<file path="src/rtl/mmu_seq_pkg.sv">
// mmu_seq_pkg
// Shared definitions for the MMU tile sequencer: FSM state type and encodings,
// plus default parameter values for the sequencer and its watchdog.
// The state type is 3 bits wide so the ERR state used by the optional
// watchdog build (MMU_SEQ_WATCHDOG_EN) always has an encoding.

package mmu_seq_pkg;

    localparam int unsigned TILE_W_DEF  = 8;
    localparam int unsigned TIMEOUT_DEF = 64;

    localparam logic [2:0] ST_IDLE   = 3'd0;
    localparam logic [2:0] ST_ISSUE  = 3'd1;
    localparam logic [2:0] ST_WAIT   = 3'd2;
    localparam logic [2:0] ST_FINISH = 3'd3;
    localparam logic [2:0] ST_ERR    = 3'd4;

    typedef enum logic [2:0] {
        StIdle   = ST_IDLE,
        StIssue  = ST_ISSUE,
        StWait   = ST_WAIT,
        StFinish = ST_FINISH,
        StErr    = ST_ERR
    } state_e;

endpackage

</file>
<file path="src/rtl/mmu_seq_watchdog.sv">
// mmu_seq_watchdog
// Per-tile wait counter. Counts enabled cycles since the last clear and flags
// the cycle in which the TIMEOUT-th enabled cycle is in progress.
// Ports:
//   clk     in   system clock
//   rst_n   in   asynchronous active-low reset
//   clear   in   restart the count (one cycle before the first counted cycle)
//   enable  in   count this cycle
//   expired out  high during the TIMEOUT-th consecutive enabled cycle

module mmu_seq_watchdog
    import mmu_seq_pkg::*;
#(
    parameter int unsigned TIMEOUT = TIMEOUT_DEF
) (
    input  logic clk,
    input  logic rst_n,
    input  logic clear,
    input  logic enable,
    output logic expired
);

    localparam int unsigned CW = $clog2(TIMEOUT + 1);
    // Count value seen during the TIMEOUT-th enabled cycle (first cycle sees 0).
    localparam logic [CW-1:0] LIMIT = CW'(TIMEOUT - 1);

    logic [CW-1:0] r_cnt;

    always_ff @(posedge clk or negedge rst_n) begin
        if (!rst_n) begin
            r_cnt <= '0;
        end else if (clear) begin
            r_cnt <= '0;
        end else if (enable && (r_cnt != LIMIT)) begin
            r_cnt <= r_cnt + 1'b1;
        end
    end

    assign expired = enable && (r_cnt == LIMIT);

endmodule

</file>
<file path="src/rtl/mmu_tile_sequencer.sv">
// mmu_tile_sequencer
// Initiator side of the MMU start/done handshake. Accepts a job of N tiles,
// issues one start pulse per tile to a downstream start/done unit, waits for
// its done pulse, and pulses job_done_o once every tile has completed.
// Optional watchdog: define MMU_SEQ_WATCHDOG_EN to add a per-tile timeout
// that ends the job through an ERR state and sets the sticky err_o flag.
// Ports:
//   clk          in   system clock
//   rst_n        in   asynchronous active-low reset
//   job_valid_i  in   upstream offers a job
//   job_tiles_i  in   tile count of the offered job (0 legal)
//   job_ready_o  out  job can be accepted (IDLE only)
//   start_o      out  one-cycle start pulse per tile
//   done_i       in   one-cycle completion pulse from downstream
//   busy_o       out  any state other than IDLE
//   tile_idx_o   out  index of the tile being issued or awaited
//   job_done_o   out  one-cycle job completion pulse
//   err_o        out  sticky timeout flag (0 without the watchdog)

module mmu_tile_sequencer
    import mmu_seq_pkg::*;
#(
    parameter int unsigned TILE_W  = TILE_W_DEF,
    parameter int unsigned TIMEOUT = TIMEOUT_DEF
) (
    input  logic              clk,
    input  logic              rst_n,
    input  logic              job_valid_i,
    input  logic [TILE_W-1:0] job_tiles_i,
    output logic              job_ready_o,
    output logic              start_o,
    input  logic              done_i,
    output logic              busy_o,
    output logic [TILE_W-1:0] tile_idx_o,
    output logic              job_done_o,
    output logic              err_o
);

    if (TIMEOUT < 1) begin : g_timeout_chk
        $error("mmu_tile_sequencer: TIMEOUT must be at least 1");
    end

    state_e            r_state, w_state_d;
    logic [TILE_W-1:0] r_tiles, w_tiles_d;
    logic [TILE_W-1:0] r_tile_idx, w_tile_idx_d;
    // Set for the one turnaround cycle between a non-final done and the next
    // ISSUE; done_i is not sampled in that cycle.
    logic              r_adv, w_adv_d;

`ifdef MMU_SEQ_WATCHDOG_EN
    logic r_err, w_err_d;
    logic w_expired;

    mmu_seq_watchdog #(
        .TIMEOUT (TIMEOUT)
    ) u_watchdog (
        .clk     (clk),
        .rst_n   (rst_n),
        .clear   (r_state == StIssue),
        .enable  ((r_state == StWait) && !r_adv),
        .expired (w_expired)
    );
`endif

    always_ff @(posedge clk or negedge rst_n) begin
        if (!rst_n) begin
            r_state    <= StIdle;
            r_tiles    <= '0;
            r_tile_idx <= '0;
            r_adv      <= 1'b0;
        end else begin
            r_state    <= w_state_d;
            r_tiles    <= w_tiles_d;
            r_tile_idx <= w_tile_idx_d;
            r_adv      <= w_adv_d;
        end
    end

`ifdef MMU_SEQ_WATCHDOG_EN
    always_ff @(posedge clk or negedge rst_n) begin
        if (!rst_n) begin
            r_err <= 1'b0;
        end else begin
            r_err <= w_err_d;
        end
    end
`endif

    always_comb begin
        w_state_d    = r_state;
        w_tiles_d    = r_tiles;
        w_tile_idx_d = r_tile_idx;
        w_adv_d      = 1'b0;
`ifdef MMU_SEQ_WATCHDOG_EN
        w_err_d      = r_err;
`endif
        case (r_state)
            StIdle: begin
                if (job_valid_i) begin
                    w_tiles_d    = job_tiles_i;
                    w_tile_idx_d = '0;
`ifdef MMU_SEQ_WATCHDOG_EN
                    w_err_d      = 1'b0;
`endif
                    w_state_d    = (job_tiles_i == '0) ? StFinish : StIssue;
                end
            end
            StIssue: begin
                w_state_d = StWait;
            end
            StWait: begin
                if (r_adv) begin
                    w_tile_idx_d = r_tile_idx + 1'b1;
                    w_state_d    = StIssue;
                end else if (done_i) begin
                    // r_tiles is non-zero here, so tiles-1 never underflows.
                    if (r_tile_idx == r_tiles - 1'b1) begin
                        w_state_d = StFinish;
                    end else begin
                        w_adv_d = 1'b1;
                    end
                end
`ifdef MMU_SEQ_WATCHDOG_EN
                else if (w_expired) begin
                    w_err_d   = 1'b1;
                    w_state_d = StErr;
                end
`endif
            end
            StFinish: begin
                w_state_d = StIdle;
            end
`ifdef MMU_SEQ_WATCHDOG_EN
            StErr: begin
                w_state_d = StIdle;
            end
`endif
            default: begin
                w_state_d = StIdle;
            end
        endcase
    end

    assign job_ready_o = (r_state == StIdle);
    assign busy_o      = (r_state != StIdle);
    assign start_o     = (r_state == StIssue);
    assign job_done_o  = (r_state == StFinish) || (r_state == StErr);
    assign tile_idx_o  = r_tile_idx;

`ifdef MMU_SEQ_WATCHDOG_EN
    assign err_o = r_err;
`else
    assign err_o = 1'b0;
`endif

endmodule

</file>
<file path="config.mk">
export PLATFORM = sky130hd
export DESIGN_NAME = mmu_tile_sequencer
export DESIGN_NICKNAME = d
export VERILOG_FILES = /design/src/rtl/mmu_seq_pkg.sv /design/src/rtl/mmu_seq_watchdog.sv /design/src/rtl/mmu_tile_sequencer.sv
export SDC_FILE = /design/constraint.sdc
export NUM_CORES = 1
export LEC_CHECK = 0
export CAP_MARGIN = 10
export CORE_MARGIN = 2
export CORE_UTILIZATION = 45
export DETAILED_ROUTE_END_ITERATION = 16
export GPL_ROUTABILITY_DRIVEN = 0
export HOLD_SLACK_MARGIN = 0.08
export PLACE_DENSITY = 0.77
export SYNTH_ARGS = -nofsm -noshare
export SYNTH_HDL_FRONTEND = slang
export SYNTH_SLANG_ARGS = --single-unit
export TNS_END_PERCENT = 100
</file>
<file path="constraint.sdc">
create_clock -name clk -period 2.05 [get_ports clk]
set_input_delay 0.41 -clock clk [delete_from_list [all_inputs] [get_ports clk]]
set_output_delay 0.41 -clock clk [all_outputs]
set_load 0.05 [all_outputs]
</file>
==> flow_metrics.env <==
export IMPL_status="completed"
export IMPL_area_growth_syn_to_layout_pct=25.50
export IMPL_core_um2=2500
export IMPL_relSlewSlack=0.6392
export IMPL_grt_usage=0.1773
export IMPL_dr_pass1_iters=4
export IMPL_grt_max_degree=20
export IMPL_worstPathMaxFanout=4
export IMPL_vias=966
export IMPL_finalCriticalPeriod_ns=1.985
export IMPL_clock_skew_ns=0.005857
export IMPL_grt_pass1_wl_um=4326
export IMPL_leakage_nw=0.6381
export IMPL_fin_crit_sh=0.9681
export IMPL_ys_types=45
export IMPL_max_freq_mhz=503.9
export IMPL_cts_htree_levels=1
export IMPL_critical_path_slowest_cell="clkdlybuf4s50_1"
export IMPL_n_fill_cell=220
export IMPL_hold_buffers=0
export IMPL_rsz0062_at_grt="true"
export IMPL_drcViolationCount=0
export IMPL_route_met3_wl_um=54
export IMPL_cts_tree="yes"
export IMPL_hp_class="input port to async pin"
export IMPL_cp_start_kind="flip-flop"
export IMPL_wl_per_cell_um=14.44
export IMPL_drtAntennaViolNets=0
export IMPL_crit_path_cell_trace="clkdlybuf4s50_1"
export IMPL_slowest_delay_ns=0.83
export IMPL_drive_above_1_share=0.2123
export IMPL_drt_initial_drc_count=22
export IMPL_die_y_um=55.48
export IMPL_cts_root_buffer="clkbuf_4"
export IMPL_finalWirelength_um=2542
export IMPL_regArea_um2=475.5
export IMPL_dieWidth_um=55.48
export IMPL_cap_violations=0
export IMPL_setup_tns_ns=0
export IMPL_grt_overflow_total=0
export IMPL_multi_input_area_um2=669.4
export IMPL_slew_viol_final=0
export IMPL_n_antenna_cell=0
export IMPL_path_clk_slew_ns=0.11
export IMPL_ys_ff_latch=19
export IMPL_setup_worst_path_end_class="output port"
export IMPL_clk_insertion_delay_late_ns=0.29
export IMPL_yosysSeqAreaShare=0.3987
export IMPL_io_pins=25
export IMPL_worstPathArrival_ns=1.57
export IMPL_r2r_cells=5
export IMPL_drt_vias_per_instance=5.489
export IMPL_antenna_found_initial=0
export IMPL_portBuffers=23
export IMPL_r2r_slack_ns=0.08
export IMPL_dp_final_hpwl_um=1962
export IMPL_crit_type="flip-flop to output port"
export IMPL_cts_path_max_buffers=2
export IMPL_cpLargestDelayFamily="buffers and inverters"
export IMPL_syn_mean_instance_area_um2=9.854
export IMPL_yosys_warnings=0
export IMPL_reg2reg_to="r_adv"
export IMPL_met2_length_um=1251
export IMPL_nets=161
export IMPL_path_buf_inv=1
export IMPL_p_per_area_nw_per_um2=1352
export IMPL_setup_viol=0
export IMPL_syn_area_um2=1192
export IMPL_finalHoldViolCount=0
export IMPL_critPathRequiredTime_ns=1.64
export IMPL_syn_nets=135
export IMPL_grt_pass1_vias=973
export IMPL_ir_drop_uv=918.3
export IMPL_start_util=0.4770
export IMPL_num_rows=18
export IMPL_syn_inst=121
export IMPL_worst_pin_slew_ns=0.5403
export IMPL_highest_layer="met4"
export IMPL_drt_met1_wl_um=1197
export IMPL_power_w=0.002024
export IMPL_timing_rr_start="r_tiles[0]"
export IMPL_cts_buffers=3
export IMPL_dieArea_um2=3077
export IMPL_clock_sinks=19
## synthesized netlist by cell type, drive strengths merged
cell	instances	area [um^2]
a21oi	4	20.02
xnor2	8	77.58
mux2	8	90.08
o221a	1	11.26
clkbuf	2	11.26
a21o	1	8.760
nand3	2	10.01
nand2b	2	12.51
nor4	3	18.77
conb	1	3.750
nor3	4	25.02
a32o	1	21.27
buf	3	20.01
a2111oi	1	8.760
nor2b	2	12.51
xor2	2	17.52
o31a	1	8.760
nor2	6	22.52
o211ai	1	7.510
nand2	8	30.03
o21ai	10	50.05
nand3b	2	15.01
or2	1	6.260
and2	4	26.28
or3	4	25.02
or4	1	11.26
or2b	1	7.510
o21bai	1	7.510
a22o	3	26.28
a211oi	1	7.510
a41oi	2	25.03
inv	6	22.52
nand4	1	6.260
or3b	2	17.52
ha	2	25.02
dfrtp	19	475.5
## cells in the final DEF, fill, tap and decap left out, drive strengths merged, types with 3 or more instances in the layout
master and count:
a22o 3, buf 11, nor3 4, or3 4, nor4 3, clkdlybuf4s50 13, a21oi 4, inv 6
dfrtp 19, clkbuf 4, o21ai 10, mux2 8, xnor2 8, and2 4, nor2 6, nand2 8
## flip-flops by register name, indices dropped and copies added (netlist names)
signal      cells
tile_idx_o      8
r_state         2
r_tiles         8
r_adv           1
## cell type report
class | instances | share of cell area
flip-flops and latches | 19 | 0.3177
repair buffers | 26 | 0.1756
multi-input cells | 91 | 0.4473
inverters | 6 | 0.01672
well taps | 30 | 0.02508
clock buffers | 4 | 0.01756
## layer usage
| layer | up-vias | global-route usage |
|---|---|---|
| met4 | 0 | 0.08362 |
| met2 | 10 | 0.2908 |
| li1 | 487 | - |
| met3 | 4 | 0.02108 |
| met5 | - | 0 |
| met1 | 465 | 0.2321 |
## logic make-up (layout without fill, tap and decap cells)
family / count (synthesis) / count (layout) / synth area share
xor+xnor: 10 / 10 / 0.07976
flops: 19 / 19 / 0.3987
mux: 8 / 8 / 0.07555
buf+inv: 11 / 36 / 0.04511
fa+ha+maj: 2 / 2 / 0.02098
simple gates: 43 / 43 / 0.2067
compound gates: 27 / 27 / 0.1700
other cells: 1 / 1 / 0.003145
## worst max path at each step
| stage | endpoint | depth (start not counted) | start | slack (ns) |
|---|---|---|---|---|
| after detailed placement | r_adv | 5 | r_tiles[0] | 0.11 |
| after global placement | r_adv | 5 | r_tiles[0] | 0.15 |
| after global routing | r_adv | 5 | r_tiles[0] | -0.02 |
| after CTS | tile_idx_o[3] | 1 | tile_idx_o[3] | 0.01 |
| final | tile_idx_o[7] | 1 | tile_idx_o[7] | 0.07 |
| after floorplan | r_tiles[5] | 6 | r_state[0] | 0.03 |
## power by group
part,switching (W),internal (W),total [W]
Clock,0.000110,0.0000756,0.000186
Combinational,0.000599,0.000550,0.00115
Sequential,0.000189,0.000500,0.000689
Total,0.000898,0.00113,0.00202
## per-stage QoR
step / hold slack [ns] / utilization / std cells / setup WS (ns) / cell area [um^2]
2_1_floorplan: 0.1144 / - / 121 / 0.03175 / 1195
3_3_place_gp: 0.5419 / 0.5836 / 172 / 0.1476 / 1459
3_5_place_dp: 0.5626 / 0.5836 / 172 / 0.1076 / 1459
4_1_cts: 0.4367 / 0.5941 / 176 / 0.01010 / 1485
5_1_grt: 0.4290 / 0.5986 / 176 / -0.02118 / 1496
6_report: 0.4312 / 0.5986 / 176 / 0.06536 / 1496
## worst register-to-register path: stages (launching register included)
cell     delay (ns)
dfrtp_1        0.43
or4_4          0.56
o221a_1        0.26
or3_1          0.36
a41oi_2        0.16
and2_1         0.15
## repair_timing
item | 4_1_cts | 5_1_grt
setup endpoints to repair | 0 | 4
resized for setup | 0 | 4
hold endpoints to repair | 0 | 0
buffers inserted | 0 | 0
Note: power is estimated with default switching activity, not from simulation.
